$ cat src/rtl/bram_ext_arbiter.sv
// Round-robin arbiter sharing one external load/store command port between NUM_REQ BRAM units.
// Each grant runs one burst: command issue, beat counting, then a one-cycle completion pulse.
//
// state | meaning
// IDLE  | scan requests from rr_ptr; latch the winner's command
// CMD   | command presented on the external port until acknowledged
// XFER  | counting data beats until the latched length is reached
// DONE  | completion pulse to the winner; rotate priority pointer
module bram_ext_arbiter #(
    parameter int NUM_REQ    = 4,
    parameter int WIDTH_ADDR = 32,
    parameter int WIDTH_LEN  = 10
) (
    input  logic                          clock,
    input  logic                          reset,
    input  logic [NUM_REQ-1:0]            I_Req,
    input  logic [NUM_REQ-1:0]            I_Store,
    input  logic [NUM_REQ*WIDTH_ADDR-1:0] I_Addr,
    input  logic [NUM_REQ*WIDTH_LEN-1:0]  I_Len,
    output logic [NUM_REQ-1:0]            O_Grant,
    output logic [NUM_REQ-1:0]            O_Done,
    output logic                          O_Ext_Req,
    output logic                          O_Ext_St,
    output logic [WIDTH_ADDR-1:0]         O_Ext_Addr,
    output logic [WIDTH_LEN-1:0]          O_Ext_Len,
    input  logic                          I_Ext_Ack,
    input  logic                          I_Ext_Beat,
    output logic                          O_Busy
);

    localparam int PTR_W = (NUM_REQ > 1) ? $clog2(NUM_REQ) : 1;

    typedef enum logic [1:0] {
        IDLE = 2'd0,
        CMD  = 2'd1,
        XFER = 2'd2,
        DONE = 2'd3
    } state_t;

    state_t                  state_q, state_d;
    logic [PTR_W-1:0]        rr_ptr_q, rr_ptr_d;
    logic [PTR_W-1:0]        win_q, win_d;
    logic                    st_q, st_d;
    logic [WIDTH_ADDR-1:0]   addr_q, addr_d;
    logic [WIDTH_LEN-1:0]    len_q, len_d;
    logic [WIDTH_LEN-1:0]    beat_cnt_q, beat_cnt_d;

    logic                    found;
    logic [PTR_W-1:0]        scan_idx;
    logic [PTR_W-1:0]        cand;
    logic [WIDTH_LEN-1:0]    scan_len;

    // Priority scan starting at rr_ptr, wrapping modulo NUM_REQ.
    always_comb begin
        found    = 1'b0;
        scan_idx = '0;
        cand     = '0;
        for (int i = 0; i < NUM_REQ; i++) begin
            cand = PTR_W'((int'(rr_ptr_q) + i) % NUM_REQ);
            if (!found && I_Req[cand]) begin
                found    = 1'b1;
                scan_idx = cand;
            end
        end
        scan_len = I_Len[int'(scan_idx)*WIDTH_LEN +: WIDTH_LEN];
    end

    always_ff @(posedge clock or negedge reset) begin
        if (!reset) begin
            state_q    <= IDLE;
            rr_ptr_q   <= '0;
            win_q      <= '0;
            st_q       <= 1'b0;
            addr_q     <= '0;
            len_q      <= '0;
            beat_cnt_q <= '0;
        end else begin
            state_q    <= state_d;
            rr_ptr_q   <= rr_ptr_d;
            win_q      <= win_d;
            st_q       <= st_d;
            addr_q     <= addr_d;
            len_q      <= len_d;
            beat_cnt_q <= beat_cnt_d;
        end
    end

    always_comb begin
        state_d    = state_q;
        rr_ptr_d   = rr_ptr_q;
        win_d      = win_q;
        st_d       = st_q;
        addr_d     = addr_q;
        len_d      = len_q;
        beat_cnt_d = beat_cnt_q;
        case (state_q)
            IDLE: begin
                if (found) begin
                    win_d   = scan_idx;
                    st_d    = I_Store[scan_idx];
                    addr_d  = I_Addr[int'(scan_idx)*WIDTH_ADDR +: WIDTH_ADDR];
                    len_d   = scan_len;
                    state_d = (scan_len == '0) ? DONE : CMD;
                end
            end
            CMD: begin
                if (I_Ext_Ack) begin
                    beat_cnt_d = '0;
                    state_d    = XFER;
                end
            end
            XFER: begin
                if (I_Ext_Beat) begin
                    // Hold the count on the final beat so it can never wrap at maximum length.
                    if (beat_cnt_q == len_q - WIDTH_LEN'(1)) begin
                        state_d = DONE;
                    end else begin
                        beat_cnt_d = beat_cnt_q + WIDTH_LEN'(1);
                    end
                end
            end
            DONE: begin
                rr_ptr_d = PTR_W'((int'(win_q) + 1) % NUM_REQ);
                state_d  = IDLE;
            end
            default: state_d = IDLE;
        endcase
    end

    // Outputs decode registered state only.
    always_comb begin
        O_Grant    = '0;
        O_Done     = '0;
        O_Ext_Req  = (state_q == CMD);
        O_Ext_St   = st_q;
        O_Ext_Addr = addr_q;
        O_Ext_Len  = len_q;
        O_Busy     = (state_q != IDLE);
        if (state_q == CMD || state_q == XFER) begin
            O_Grant[win_q] = 1'b1;
        end
        if (state_q == DONE) begin
            O_Done[win_q] = 1'b1;
        end
    end

endmodule

$ cat config.mk
export PLATFORM = sky130hd
export DESIGN_NAME = bram_ext_arbiter
export DESIGN_NICKNAME = d
export VERILOG_FILES = /design/src/rtl/bram_ext_arbiter.sv
export SDC_FILE = /design/constraint.sdc
export NUM_CORES = 1
export LEC_CHECK = 0
export BUFFER_PORTS_ARGS = -buffer_cell sky130_fd_sc_hd__buf_4
export CAP_MARGIN = 30
export CELL_PAD_IN_SITES_DETAIL_PLACEMENT = 0
export CELL_PAD_IN_SITES_GLOBAL_PLACEMENT = 2
export CORE_MARGIN = 3
export CORE_UTILIZATION = 21
export CTS_CLUSTER_SIZE = 28
export DETAILED_ROUTE_END_ITERATION = 8
export GPL_ROUTABILITY_DRIVEN = 0
export PLACE_DENSITY = 0.87
export SYNTH_ARGS = -nofsm -noshare
export SYNTH_HDL_FRONTEND = slang
export SYNTH_SLANG_ARGS = --single-unit
export TNS_END_PERCENT = 1
$ cat constraint.sdc
create_clock -name clock -period 2.35 [get_ports clock]
set_clock_uncertainty 0.05 [all_clocks]
set_input_delay 0.1175 -clock clock [delete_from_list [all_inputs] [get_ports clock]]
set_output_delay 0.1175 -clock clock [all_outputs]
set_load 0.01 [all_outputs]
# After elaboration in Yosys (flattened, before gate mapping)
# Cells that the tools add are included.
# W data, S select, Z words.
[totals]
regBits = 59
out_inout_bits = 53
[classes]
add_sub_neg = 6
multipliers = 1
order_cmp = 7
eq_ne = 9
shift = 2
mux = 32
reduce_logical = 15
[op_table]
columns = ["op", "count"]
rows = [
  ["$shiftx A128 B8 Y32", 1],
  ["$shiftx A40 B7 Y10", 1],
  ["$mux W10", 3],
  ["$pmux W10 S2", 1],
  ["$lt A2 B3 Y1 const B", 6],
  ["$mux W2", 9],
  ["$add A10 B1 Y10 const B", 1],
  ["$bmux W1 S2", 5],
  ["$eq A10 B10 Y1", 1],
  ["$logic_not A10 Y1", 1],
  ["$mux W1", 10],
  ["$sub A10 B1 Y10 const B", 1],
  ["$mux W4", 2],
  ["$ne A2 B2 Y1 const B", 4],
  ["$pmux W2 S4", 1],
  ["$reduce_and A4 Y1", 2],
  ["$mul A2 B3 Y5 const B", 1],
  ["$add A2 B1 Y2 const B", 2],
  ["$add A2 B2 Y2 const B", 2],
  ["$eq A2 B2 Y1 const B", 2],
  ["$logic_and A1 B1 Y1", 4],
  ["$reduce_bool A2 Y1", 2],
  ["$logic_not A1 Y1", 3],
  ["$demux W1 S2", 1],
  ["6 further kinds", 6],
]

# Longest topological paths before layout
# Gate-level depths: netlist of the first run.
[depth]
ltp_word = 18
ltp_mapped = 12
depth_no_buf = 10

# Worst setup path before layout of the first run
# Ideal clock, no wire load.
[synth_path]
path_type = "register to register"
from = "register len_q[0], in the netlist O_Ext_Len[0]"
to = "register beat_cnt_q[9]"
t_arrival_ns = 2.299
setup_slack_ns = -0.076
path_stages_with_launch = 13
synth_period_minus_slack_ns = 2.426
path_cell_list = "dfrtp_1 -> inv_1 -> ha_1 -> clkbuf_8 -> nand2b_1 -> a21oi_1 -> a2bb2oi_1 -> nor4_2 -> a21boi_2 -> nand2_2 -> buf_6 -> or4b_1 -> a21oi_1"
[synth_via]
elab_chain_len = 4
[synth_rtl]
columns = ["item", "line_no", "text"]
rows = [
  ["start, declared", "45", "logic [WIDTH_LEN-1:0] len_q, len_d;"],
  ["start signal, assigned", "83", "len_q <= len_d;"],
  ["$sub A10 B1 Y10", "115", "if (beat_cnt_q == len_q - WIDTH_LEN'(1)) begin"],
  ["$eq A10 B10 Y1", "115", ""],
  ["$ne A2 B2 Y1 (no source line)", "n/a", ""],
  ["$reduce_and A4 Y1 (no source line)", "n/a", ""],
  ["end signal, assigned", "84", "beat_cnt_q <= beat_cnt_d;"],
  ["end, declared", "46", "logic [WIDTH_LEN-1:0] beat_cnt_q, beat_cnt_d;"],
]
# Every way passes these cells.
# A chain may end at the register's enable or synchronous reset.

# Worst setup path after layout of the first run
[layout_path]
from = "register len_q[4], in the netlist O_Ext_Len[4]"
to = "register beat_cnt_q[9]"
# The elaborated chain is that of the path after synthesis.

==> qor_table.md, run 1 <==
| Result | Value | Unit |
|:---|:---|:---|
| Failing checks | negative setup slack | - |
| HP Class | input pin to flop | - |
| Start-to-end type of the worst setup path | flop to flop | - |
| Final Slew Violations | 0 | - |
| Warnings from Yosys | 0 | - |
| CP Buf/Inv Count | 1 | - |
| Initial antenna violation count | 0 | - |
| Distinct cell type count of the synthesized netlist | 51 | - |
| Clock-pin slew reported for the worst setup and hold paths after clock tree synthesis | 0.06 | ns |
| Largest incremental delay on the critical path | 0.51 | ns |
| Dominant synthesized flop cell | dfrtp_1 | - |
| Total via count after detailed routing | 4945 | - |
| Wire length per cell after detailed routing | 15.47 | µm |
| Post-route cell area | 0.006950 | mm² |
| Fin util | 35.02 | % |
| Clock tree from TritonCTS | yes | - |
| EDFF count, synth | 0 | - |
| Row count | 51 | - |
| Maximum number of pins on one net before global-route repair | 67 | - |
| Initial standard-cell utilization of the core | 21.75 | % |
| Worst slew pin tran | 0.8301 | ns |
| Total wirelength of the detailed-routed design | 17.40 | mm |
| # setup viols final | 5 | - |
| Area growth from synthesis to final layout | 61.01 | % |
| Unrepaired setup endpoints after global routing | yes | - |
| Remaining global-route overflow | 0 | - |
| Clock tree root buffer cell | clkbuf_16 | - |
| Post-synthesis sequential area ratio | 34.20 | % |
| Result of the run | finished with violations | - |
| CP max stage cell | or4b_4 | - |
| Worst endpoint required time | 2.57 | ns |
| Horizontal extent of the die | 149.4 | µm |
| Layout fillers | 2185 | - |
| Buffer levels on the longest clock path | 2 | - |
| Half-perimeter wire length after placement | 13.33 | mm |
| Flops & latches, synth | 59 | - |
| Register Area | 0.001479 | mm² |
| Router iterations before antenna repair | 6 | - |
| Cells traversed along the worst timing path | nor4_4 -> buf_4 -> nand3_2 -> xnor2_1 -> nor4_2 -> a21boi_2 -> nand2_2 -> or4b_4 -> a21oi_2 | - |
| Number of top-level pins | 233 | - |
| Die height | 149.4 | µm |
| Placed cell area | 0.006544 | mm² |
| Mean cell area of the mapped netlist | 7.065 | µm² |
| Worst max-slew margin expressed relative to the limit | 44.66 | % |
| Global-route wire length before repair | 26.85 | mm |
| Final setup slack of the worst path | -0.1205 | ns |
| Cell leakage power | 3.502 | nW |
| Achievable Freq | 404.8 | MHz |
| Category of cells accounting for the largest share of critical-path delay | simple AND/OR/NAND/NOR gates | - |
| Multi-input combinational cell area | 0.002698 | mm² |
| Die ar. | 0.02231 | mm² |
| Cell count after synthesis | 611 | - |
| Max-capacitance violation count | 0 | - |
| Peak supply drop | 0.3827 | mV |
| Final hold viol count | 0 | - |
| Clock sink count | 59 | - |
| Data arrival time of the critical path | 2.69 | ns |
| Share of layout cells above drive strength 1 | 37.91 | % |
| # DRC | 0 | - |
| Period utilisation layout | 105.1 | % |
| Highest net fanout along the worst path | 5 | - |
| Share of async-settable or async-resettable flops after synthesis | 100.0 | % |
| Global router's overall resource usage | 15.42 | % |
| Antenna cells | 0 | - |
| Violation count after the first detailed-route iteration | 292 | - |
| Vias per std cell | 4.396 | - |
| Final net count | 1045 | - |
| CP startpoint kind | flop | - |
| Clock latency at the later pin of the worst-skew pair | 0.34 | ns |
| Critical path capture point type | flop | - |
| Pwr dens | 1165 | mW/mm² |
| Tmin final | 2.471 | ns |
| Synthesized netlist net count | 801 | - |
| Antenna Nets Post-Route | 0 | - |
| Syn Std Cell Area | 0.004317 | mm² |
| Via count of the first global-routing pass | 4870 | - |
| CTS H-tree depth | 3 | - |
| IO buf count | 232 | - |
| Area of the core | 0.01985 | mm² |
| Cts bufs inserted | 9 | - |
-- synth_stat cells, types with 3 or more instances --
| master | instances | area [µm²] |
|---|---|---|
| nand2_1 | 242 | 908.4 |
| nand3_1 | 74 | 370.4 |
| dfrtp_1 | 59 | 1476 |
| o21ai_0 | 49 | 245.2 |
| clkbuf_1 | 27 | 101.4 |
| nor2_1 | 11 | 41.29 |
| xnor2_1 | 11 | 96.34 |
| a21oi_1 | 10 | 50.05 |
| ha_1 | 10 | 125.1 |
| inv_1 | 10 | 37.54 |
| mux2i_1 | 9 | 90.09 |
| and2_1 | 8 | 50.05 |
| mux2_2 | 8 | 90.09 |
| buf_1 | 7 | 26.28 |
| and3_1 | 5 | 31.28 |
| o31ai_1 | 5 | 37.54 |
| xor2_1 | 5 | 43.79 |
| a31oi_1 | 4 | 25.02 |
| nor2b_1 | 4 | 25.02 |
| nor3_1 | 4 | 20.02 |
| or4_1 | 4 | 30.03 |
| buf_6 | 3 | 33.78 |
| nand2b_1 | 3 | 18.77 |
| nand4_1 | 3 | 18.77 |
| nor3b_1 | 3 | 22.52 |
-- worst paths after layout --
path	startpoint	end	slack (ns)	cells past startpoint
min in group asynchronous	reset	O_Ext_Addr[29]	0.40	2
worst min register to register	O_Ext_Addr[26]	O_Ext_Addr[26]	0.43	2
worst max-delay path	O_Ext_Len[4]	beat_cnt_q[9]	-0.12	9
worst min-delay path	I_Addr[36]	O_Ext_Addr[4]	0.1	5
worst max register to register	O_Ext_Len[4]	beat_cnt_q[9]	-0.12	9
max in group asynchronous	reset	O_Ext_Len[4]	1.26	2
-- power breakdown --
group / internal (mW) / leakage (nW) / switching [mW]
registers: 1.47 / 0.734 / 0.352
logic: 2.22 / 2.62 / 2.69
clock network: 0.849 / 0.148 / 0.513
total: 4.54 / 3.50 / 3.56
-- worst register-to-register path: stages, from the launching register on --
cell	delay (ns)
dfrtp_2	0.43
nor4_4	0.37
buf_4	0.18
nand3_2	0.06
xnor2_1	0.19
nor4_2	0.06
a21boi_2	0.29
nand2_2	0.14
or4b_4	0.51
a21oi_2	0.14
-- state kept, by name (all words and copies together) (netlist names) --
register / flops
O_Ext_Addr: 32
O_Ext_Len: 10
O_Ext_St: 1
beat_cnt_q: 10
rr_ptr_q: 2
state_q: 2
win_q: 2
-- cells by family (layout without fill, tap and decap cells) --
logic type | Yosys count | count (layout) | share of synthesized area [%]
and+or+nand+nor | 375 | 376 | 38.58
AOI/OAI and AO/OA | 82 | 82 | 11.16
DFF | 59 | 59 | 34.20
buffers and inverters | 51 | 299 | 5.479
muxes | 18 | 18 | 4.435
xor gates and xnor gates | 16 | 16 | 3.246
adders and majority gates | 10 | 10 | 2.899
-- area by class of cell --
class | instances | area share (%)
multi-input cells | 502 | 38.81
repair buffers | 273 | 30.22
clock inverters | 6 | 0.9361
flip-flops and latches | 59 | 21.28
well taps | 265 | 4.770
inverters | 10 | 0.5401
clock buffers | 10 | 3.438
-- layout by cell type (no fill, tap or decap), drive strengths merged, types with 4 or more instances in the layout --
cell | netlist | routed
buf | 12 | 272
nand2 | 243 | 244
nand3 | 75 | 75
dfrtp | 59 | 59
o21ai | 50 | 50
xnor2 | 11 | 11
nor2 | 11 | 11
inv | 10 | 10
ha | 10 | 10
clkbuf | 29 | 10
a21oi | 10 | 10
mux2i | 9 | 9
mux2 | 9 | 9
and2 | 8 | 8
and3 | 7 | 7
xor2 | 5 | 5
o31ai | 5 | 5
a31oi | 4 | 4
or4 | 4 | 4
nor2b | 4 | 4
nor3 | 4 | 4
clkinv | 0 | 4
-- per-layer routing --
metal	GRT usage [%]	wire [µm]
met1	19.61	7393
met2	24.71	8128
met3	5.166	1601
met4	4.943	275
met5	0	0
-- repair_timing --
action,in CTS,in global routing
endpoints found under the hold margin,59,0
pin swaps,12,6
endpoints found under the setup margin,10,25
hold buffers,1,0
resized for setup,5,10
setup buffers,1,1
gates cloned,1,0
-- metrics by stage --
step | power (mW) | setup TNS (ns) | hold WS, ns | cells | setup WS (ns)
6_report | 8.096 | -0.4283 | 0.09839 | 1125 | -0.1205
5_1_grt | 8.828 | -1.587 | 0.1274 | 1125 | -0.2667
4_1_cts | 8.181 | -0.1899 | 0.08686 | 1124 | -0.05106
3_5_place_dp | 6.729 | -0.5672 | 0.2320 | 1105 | -0.1082
3_3_place_gp | 6.714 | -0.4876 | 0.2321 | 1105 | -0.1098
2_1_floorplan | 4.524 | 0 | -0.2281 | 611 | 0.001048
Note: power is estimated with default switching activity, not from simulation.
==> run 2: changes to the inputs <==
Settings changed: BUFFER_PORTS_ARGS -buffer_cell sky130_fd_sc_hd__buf_4 to not set, CORE_UTILIZATION 21 to 29, DONT_BUFFER_PORTS set to 1, PLACE_DENSITY 0.87 to not set, PLACE_DENSITY_LB_ADDON set to 0.1.
==> run 2 against run 1 <==
  * The flow finishes with violations (negative hold slack, negative setup slack)
  * Setup slack improved by 0.046 ns
  * Sequential share of layout area increased by 5.0 points
  * Critical path depth decreased by 1
  * Cell count decreased by 24%
  * First-iteration DRC count decreased by 35%
  * Fmax increased by 1.9%
  * Via count decreased by 12%
  * Wire length decreased by 11%
  * Worst hold slack got worse by 0.10 ns
  * Sequential power increased by 14%
  * Flip-flop and latch count unchanged
  * Clock power increased by 10%
==> qor_table.md, run 2 (synthesized netlist as in run 1, its figures left out) <==
| Result | Value | Unit | vs previous |
|:---|:---|:---|:---|
| Buffer levels on the longest clock path | 2 | - | unchanged |
| Clock-pin slew reported for the worst setup and hold paths after clock tree synthesis | 0.06 | ns | about the same |
| Global router's overall resource usage | 18.97 | % | +3.5 points |
| Achievable Freq | 412.4 | MHz | +1.9% |
| Final hold viol count | 1 | - | +1 |
| CP startpoint kind | flop | - |  |
| Data arrival time of the critical path | 2.63 | ns | -0.06 ns |
| Antenna Nets Post-Route | 0 | - | unchanged |
| Highest net fanout along the worst path | 10 | - | +5 |
| # setup viols final | 8 | - | +3 |
| Die height | 128.0 | µm | -14% |
| Wire length per cell after detailed routing | 18.04 | µm | +17% |
| Pwr dens | 1331 | mW/mm² | +14% |
| Number of standard cells in the layout, taps in and fillers out | 858 | - | -24% |
| Final net count | 863 | - | -17% |
| Final Slew Violations | 0 | - | unchanged |
| Clock latency at the later pin of the worst-skew pair | 0.33 | ns | about the same |
| Clock tree root buffer cell | clkbuf_16 | - |  |
| Power, Total | 7.502 | mW | -7.3% |
| Max-capacitance violation count | 0 | - | unchanged |
| # DRC | 0 | - | unchanged |
| Initial standard-cell utilization of the core | 30.39 | % | +8.6 points |
| Number of flip-flops under the largest register name | 32 | - | unchanged |
| Horizontal extent of the die | 128.0 | µm | -14% |
| Result of the run | finished with violations | - |  |
| Remaining global-route overflow | 0 | - | unchanged |
| Start-to-end type of the worst setup path | flop to flop | - |  |
| Area growth from synthesis to final layout | 30.52 | % |  |
| Worst max-slew margin expressed relative to the limit | 53.22 | % | +8.6 points |
| Share of layout cells above drive strength 1 | 14.90 | % | -23 points |
| Most common library cell in the layout ignoring fill and taps | nand2_1 | - |  |
| Critical path capture point type | flop | - |  |
| Total wirelength of the detailed-routed design | 15.48 | mm | -11% |
| Half-perimeter wire length after placement | 11.77 | mm | -12% |
| Most frequent cells in the layout | 242 x nand2_1, 74 x nand3_1, 57 x dfrtp_1 | - |  |
| Unrepaired setup endpoints after global routing | yes | - |  |
| Violation count after the first detailed-route iteration | 191 | - | -35% |
| Maximum number of pins on one net before global-route repair | 67 | - | unchanged |
| Clock tree from TritonCTS | yes | - |  |
| Cell leakage power | 2.614 | nW | -25% |
| IO buf count | 0 | - | -100% |
| Final setup slack of the worst path | -0.07482 | ns | +0.04569 ns |
| Period utilisation layout | 103.2 | % | -1.9 points |
| Worst Hold Slack | -0.001865 | ns | -0.1003 ns |
| Row count | 43 | - | -16% |
| Cts bufs inserted | 9 | - | unchanged |
| Router iterations before antenna repair | 4 | - | -2 |
| Placed instance count | 791 | - | -28% |
| Fin util | 39.67 | % | +4.6 points |
| Vias per std cell | 5.052 | - | +15% |
| Clock sink count | 59 | - | unchanged |
| Area of the core | 0.01420 | mm² | -28% |
| Peak supply drop | 0.3448 | mV | -9.9% |
| CTS H-tree depth | 3 | - | unchanged |
| Failing checks | negative hold slack, negative setup slack | - |  |
| Total via count after detailed routing | 4335 | - | -12% |
| Worst endpoint required time | 2.55 | ns | -0.02 ns |
| Antenna cells | 0 | - | unchanged |
| Via count of the first global-routing pass | 4576 | - | -6.0% |
| Number of top-level pins | 233 | - | unchanged |
| Die ar. | 0.01639 | mm² | -27% |
| Tmin final | 2.425 | ns | -0.04569 ns |
| Initial antenna violation count | 0 | - | unchanged |
| Worst slew pin tran | 0.7017 | ns | -0.1284 ns |
| HP Class | input pin to flop | - |  |
| Global-route wire length before repair | 24.36 | mm | -9.3% |
run 2: layout make-up:
type,instances,area [µm²]
clock buffers,11,252.7
clock inverters,5,85.08
fillers,1492,8569
inverters,10,37.54
multi-input cells,501,2699
flip-flops and latches,59,1479
well taps,180,225.2
repair buffers,92,855.8
run 2: routing by layer:
| layer | track usage (%) | vias up | wire [µm] |
|---|---|---|---|
| met1 | 23.29 | 1987 | 6387 |
| met3 | 5.375 | 13 | 1242 |
| li1 | - | 2163 | - |
| met4 | 4.682 | 0 | 185 |
| met2 | 32.81 | 172 | 7666 |
| met5 | 0 | - | 0 |
run 2: through the flow:
step	hold slack (ns)	TNS [ns]	area [µm²]	setup slack, ns
final	-0.001865	-0.3724	5634	-0.07482
after floorplan	-0.2281	0	4319	0.001048
after detailed placement	-0.2262	-1.175	4701	-0.2020
after global placement	-0.2260	-0.5751	4701	-0.1270
after CTS	0.0002155	-0.3693	5527	-0.1034
after global routing	0.02672	-1.990	5634	-0.2218
run 2: timing repair:
action | CTS | global route
pin swaps | 3 | 7
endpoints found under the hold margin | 78 | 0
cloned | 0 | 0
hold buffers | 44 | 0
setup buffers | 1 | 6
setup endpoints to repair | 9 | 41
gates resized for setup | 4 | 16
run 2: path summary, 6_finish.rpt:
path                            endpoint  slack, ns    startpoint  cells after the start
min                        O_Ext_Addr[5]     -0.002     I_Addr[5]                      4
max in group asynchronous   O_Ext_Len[0]       1.69         reset                      2
min in group asynchronous       win_q[1]       0.25         reset                      2
max reg2reg                beat_cnt_q[7]      -0.07  O_Ext_Len[4]                      8
min reg2reg                     win_q[1]       0.50      win_q[1]                      2
max                        beat_cnt_q[7]      -0.07  O_Ext_Len[4]                      8
run 2: power breakdown:
part	leakage [nW]	total (mW)	switching (mW)	internal, mW
logic	1.72	3.93	2.27	1.66
registers	0.734	2.07	0.603	1.47
clock network	0.162	1.50	0.507	0.990
total	2.61	7.50	3.38	4.12
run 2: critical path, cell delays in order, from the launching register on:
cell and delay [ns]:
dfrtp_2 0.45, nor4_4 0.41, o21ai_1 0.12, a32oi_1 0.17, a31oi_1 0.13, a21boi_2 0.23, nand2_4 0.12, or4_1 0.51
a21oi_1 0.16
